===== src/rtl/huffman_frame_scheduler.sv =====
`default_nettype none
// ============================================================================
// huffman_frame_scheduler: sequences Huffman decoder reset/prime/advance per
// frame and double-buffers the compressed-image RAM banks.   Rev 1.0
// ============================================================================
module huffman_frame_scheduler #(
  parameter int ADDR_WIDTH       = 16,
  parameter int PIXELS_PER_FRAME = 307200,
  parameter int PIX_CNT_WIDTH    = 20,
  parameter int PRIME_CYCLES     = 2
) (
  input  logic                  clk,
  input  logic                  rst_n,
  input  logic                  frame_start,
  input  logic                  pixel_valid,
  input  logic                  host_commit,
  input  logic [ADDR_WIDTH-1:0] dec_RAM_address,
  output logic                  dec_pixel_reset,
  output logic                  dec_pixel_read_next,
  output logic [ADDR_WIDTH:0]   ram_address,
  output logic                  host_bank,
  output logic                  pixel_blank,
  output logic [15:0]           frame_count,
  output logic                  pixel_underrun,
  output logic                  frame_overrun
);

  localparam int PRIME_CNT_WIDTH = (PRIME_CYCLES > 1) ? $clog2(PRIME_CYCLES) : 1;
  localparam logic [PRIME_CNT_WIDTH-1:0] PRIME_LAST = PRIME_CNT_WIDTH'(PRIME_CYCLES - 1);
  localparam logic [PIX_CNT_WIDTH-1:0]   PIX_LAST   = PIX_CNT_WIDTH'(PIXELS_PER_FRAME - 1);

  typedef enum logic [2:0] {
    S_IDLE   = 3'd0,
    S_RESET  = 3'd1,
    S_PRIME  = 3'd2,
    S_ACTIVE = 3'd3,
    S_DONE   = 3'd4
  } state_t;

  state_t                     state_q, state_d;
  logic                       front_bank_q, front_bank_d;
  logic                       commit_pending_q, commit_pending_d;
  logic [PIX_CNT_WIDTH-1:0]   pixel_cnt_q, pixel_cnt_d;
  logic [PRIME_CNT_WIDTH-1:0] prime_cnt_q, prime_cnt_d;
  logic [15:0]                frame_count_q, frame_count_d;
  logic                       pixel_underrun_q, pixel_underrun_d;
  logic                       frame_overrun_q, frame_overrun_d;

  logic commit_now;
  logic start_accept;

  always_ff @(posedge clk or negedge rst_n) begin
    if (!rst_n) begin
      state_q          <= S_IDLE;
      front_bank_q     <= 1'b0;
      commit_pending_q <= 1'b0;
      pixel_cnt_q      <= '0;
      prime_cnt_q      <= '0;
      frame_count_q    <= '0;
      pixel_underrun_q <= 1'b0;
      frame_overrun_q  <= 1'b0;
    end else begin
      state_q          <= state_d;
      front_bank_q     <= front_bank_d;
      commit_pending_q <= commit_pending_d;
      pixel_cnt_q      <= pixel_cnt_d;
      prime_cnt_q      <= prime_cnt_d;
      frame_count_q    <= frame_count_d;
      pixel_underrun_q <= pixel_underrun_d;
      frame_overrun_q  <= frame_overrun_d;
    end
  end

  // A same-cycle host_commit counts as already pending for the accepting frame_start.
  assign commit_now   = commit_pending_q | host_commit;
  assign start_accept = frame_start & ((state_q != S_IDLE) | commit_now);

  always_comb begin
    state_d          = state_q;
    front_bank_d     = front_bank_q;
    commit_pending_d = commit_now;
    pixel_cnt_d      = pixel_cnt_q;
    prime_cnt_d      = prime_cnt_q;
    frame_count_d    = frame_count_q;
    pixel_underrun_d = pixel_underrun_q;
    frame_overrun_d  = frame_overrun_q;

    if (pixel_valid && ((state_q == S_RESET) || (state_q == S_PRIME))) begin
      pixel_underrun_d = 1'b1;
    end

    if (start_accept) begin
      // frame_start beats everything, including the frame's final pixel.
      state_d     = S_RESET;
      pixel_cnt_d = '0;
      prime_cnt_d = '0;
      if (commit_now) begin
        front_bank_d     = ~front_bank_q;
        commit_pending_d = 1'b0;
      end
      if (state_q == S_ACTIVE) begin
        frame_overrun_d = 1'b1;
      end
    end else begin
      case (state_q)
        S_RESET: begin
          state_d     = S_PRIME;
          prime_cnt_d = '0;
        end
        S_PRIME: begin
          if (prime_cnt_q == PRIME_LAST) begin
            state_d = S_ACTIVE;
          end else begin
            prime_cnt_d = prime_cnt_q + PRIME_CNT_WIDTH'(1);
          end
        end
        S_ACTIVE: begin
          if (pixel_valid) begin
            if (pixel_cnt_q == PIX_LAST) begin
              state_d       = S_DONE;
              pixel_cnt_d   = '0;
              frame_count_d = frame_count_q + 16'd1;
            end else begin
              pixel_cnt_d = pixel_cnt_q + PIX_CNT_WIDTH'(1);
            end
          end
        end
        default: begin
          state_d = state_q;
        end
      endcase
    end
  end

  assign dec_pixel_reset     = (state_q == S_IDLE) || (state_q == S_RESET);
  assign dec_pixel_read_next = pixel_valid && (state_q == S_ACTIVE);
  assign pixel_blank         = pixel_valid && (state_q != S_ACTIVE);
  assign ram_address         = {front_bank_q, dec_RAM_address};
  assign host_bank           = ~front_bank_q;
  assign frame_count         = frame_count_q;
  assign pixel_underrun      = pixel_underrun_q;
  assign frame_overrun       = frame_overrun_q;

endmodule
`default_nettype wire


===== config.mk =====
export PLATFORM = sky130hd
export DESIGN_NAME = huffman_frame_scheduler
export DESIGN_NICKNAME = d
export VERILOG_FILES = /design/src/rtl/huffman_frame_scheduler.sv
export SDC_FILE = /design/constraint.sdc
export NUM_CORES = 1
export LEC_CHECK = 0
export ABC_AREA = 1
export CORE_ASPECT_RATIO = 1.75
export CORE_MARGIN = 3
export CORE_UTILIZATION = 35
export DETAILED_ROUTE_END_ITERATION = 10
export GPL_ROUTABILITY_DRIVEN = 0
export HOLD_SLACK_MARGIN = 0.12
export PLACE_DENSITY = 0.64
export SKIP_CTS_REPAIR_TIMING = 1
export SLEW_MARGIN = 15
export SYNTH_ARGS = -nofsm -noshare
export SYNTH_HDL_FRONTEND = slang
export SYNTH_SLANG_ARGS = --single-unit

===== constraint.sdc =====
create_clock -name clk -period 3.75 [get_ports clk]
set_input_delay 0.9375 -clock clk [delete_from_list [all_inputs] [get_ports clk]]
set_output_delay 0.9375 -clock clk [all_outputs]
set_load 0.02 [all_outputs]

==> impl_results.md <==
* Status: finished clean
* Slowest stage delay, CP at around 0.62 ns
* Met2 routed WL at between 3 and 4 mm
* Synthesized cell area at 0.00294 mm^2
* CTS tree: yes
* Clk sinks at 44
* Synth Instances at 396
* Largest net degree at the start of global routing at 45
* N_diodes at 0
* CP dominant cell by count: clkdlybuf4s50_1
* Worst-Skew Late Latency at between 0.2 and 0.3 ns
* Die X at 75.3 um
* Final hold violation count at 0
* TritonCTS Buffers at 5
* Crit path cell chain: clkdlybuf4s50_1 > inv_1 > nor2_4 > clkdlybuf4s50_1
* Buf/Inv on CP at 3
* CP required at 2.81 ns
* Highest Signal Layer: met4
* Number of distinct library cells after synthesis at 27
* Post-synth EDFFs at 0
* H-tree Lvls at 2
* First-pass DRT Iterations at 4
* Fin. max-slew vios at 0
* Highest net fanout along the worst path at 4
* Mapped Nets at 419
* Syn. warnings at 0
* Core box area at 0.00807 mm^2
* Antenna-violating nets left at 0
* FP Rows at 43
* R2r startpoint: pixel_cnt_q[0]$_DFFE_PN0P_
* Final Cycle Share at 88.9%
* Initial antenna violation count at 0
* Worst-path clk slew at 0.06 ns
* I/O pin count at 60
* Crit path arrival time at 2.40 ns
* Max IR drop VDD at about 0.00024 V
* Longest Clk Path Bufs at 2
* Minimum clock period at 3.34 ns
* Endpoints failing setup at 0
* Fmax at 0.300 GHz
* Initial Util at between 30% and 40%
* All-Layer GR Usage at 14.5%
* Hold Crit Class: reg -> reg
* Vias in the first global route at ~2.5k
* Worst-Margin Slew at about 1 ns
* Total gr overflow at 0
* First-pass GRT wire length at approximately 11 mm
* Initial DRC Count at 82
* Flops & latches, synth at 44
* Maxcap violations at 0
* Avg WL per Cell at 12.7 um
* Final Power at 1440 uW
* CP Launch Type: input port
* Critical path's slowest cell: clkdlybuf4s50_1
* Finished Cell Area at 0.00335 mm^2
* Wire length on met1 at about 2.3 mm
* Ys flop type: dfrtp_1
* FILL cells at 817
* Fraction of layout cells with a size suffix above 1 at between 10% and 20%
* Power per standard cell area at 429 mW/mm^2
* Critical path launch point: pixel_valid
* Vias at 2,449
* Synth-to-Final Area Change at 14.0%
* DRC Markers at 0
* HPWL after DPL at 4.83 mm
* Seq/Total Area, Yosys at ~37%
* # port buffers at 27
* Worst setup EP type: output pin
* Vias/cell at 4.88
* Clk_skew at 0.00915 ns
* Full die area at ~0.0096 mm^2
* Nets at approximately 430
* RSZ-0062 raised after global routing: false
* Top delay family on crit path: buffers and inverters
* Min-delay src: pixel_underrun$_DFFE_PN0P_
* CTS root buf: clkbuf_16
* Area after DPL at 0.00317 mm^2
* Die Y at around 130 um
* Relative slew margins at 34.2%
* Pleak at 0.00153 uW
* Setup TNS at 0 ns
* Met3 wire length at around 180 um
* CP Class: in -> out
* Syn Area/Cell at about 7.4 um^2
* WL final at ~6.4 mm
* Async SR Flop Fraction at 100%
[per-layer routing]
layer,global-route usage (%),vias up
li1,-,1258
met1,14.3,1125
met2,27.0,48
met3,1.97,18
met4,8.65,0
met5,0,-
[worst reg2reg max path: cells and delay by family (launching register included)]
| kind | cells | cell delay [ns] |
|---|---|---|
| DFF | 1 | 0.41 |
| adders and majority gates | 1 | 0.24 |
| and+or+nand+nor | 5 | 0.76 |
| AOI/OAI and AO/OA | 1 | 0.17 |
| buffers and inverters | 1 | 0.17 |
[cell type report]
cell class | count | area, um^2 | area share, %
Multi-Input combinational cell | 291 | 1530 | 45.7
Sequential cell | 44 | 1100 | 32.9
Timing Repair Buffer | 27 | 265 | 7.92
Inverter | 42 | 158 | 4.71
Clock buffer | 7 | 153 | 4.56
Tap cell | 90 | 113 | 3.36
Clock inverter | 1 | 30.0 | 0.897
[through the flow]
step	hold slack, ns	worst slack (ns)	instances	utilization (%)
final	0.476	0.415	502	41.5
after global routing	0.480	0.335	502	41.5
after CTS	0.475	0.413	502	41.5
after detailed placement	0.461	0.413	494	39.2
after global placement	0.455	0.423	494	39.2
after floorplan	0.464	1.43	396	-
[cell families (layout without fill, tap and decap cells)]
kind of cell             after synthesis  count (layout)  share of synthesized area (%)
AND/OR/NAND/NOR                      247             247                           41.7
XOR/XNOR                              16              16                           4.77
flip-flops                            44              44                           37.5
AO/OA/AOI/OAI                         26              26                           4.77
adder cells (fa/ha/maj)                2               2                          0.852
buffers and inverters                 61              77                           10.5
[synth_stat cells, types with 3 or more instances]
cell     count  area share, %
inv_2        3           0.38
nand3_2     10            3.4
nand2_1    125             16
o21ai_0     13            2.2
o21ai_1      9            1.5
buf_4       17            4.3
nand3_1     31            5.3
nor2_1      46            5.9
dfrtp_1     44             37
xnor2_1      5            1.5
xor2_1      11            3.3
nand2_2      5            1.1
inv_1       39            5.0
nand4_1      8            1.7
nor2_2       3           0.64
nand2_4      4            1.5
nor2_4       7            2.7
[cells in the final DEF (no fill, tap or decap), drive strengths merged]
master and instances:
nor2 58, bufinv 1, buf 1, inv 42
nor3 2, or2 2, xnor2 5, nand2 134
nand4 8, a21oi 1, nand3 43, dfrtp 44
clkdlybuf4s50 26, ha 2, clkbuf 7, xor2 11
o21bai 1, o21ai 24
[where the power goes]
group / internal, uW / switching [uW]
combinational: 123 / 228
sequential: 510 / 37.7
clock: 351 / 188
[registers in the layout, summed over array words and instances, names as in the netlist]
name / flops
frame_overrun: 1
pixel_cnt_q: 20
state_q: 3
prime_cnt_q: 1
commit_pending_q: 1
frame_count: 16
front_bank_q: 1
pixel_underrun: 1
[final timing paths]
check | to | slack, ns | depth (start not counted)
min in group asynchronous | frame_count[8]$_DFFE_PN0P_ | 0.81 | 1
min reg2reg | pixel_underrun$_DFFE_PN0P_ | 0.48 | 1
max | dec_pixel_read_next | 0.41 | 4
max reg2reg | pixel_cnt_q[0]$_DFFE_PN0P_ | 1.93 | 8
min | pixel_underrun$_DFFE_PN0P_ | 0.48 | 1
max in group asynchronous | pixel_cnt_q[9]$_DFFE_PN0P_ | 2.33 | 1
(Power assumes the default switching activity.)
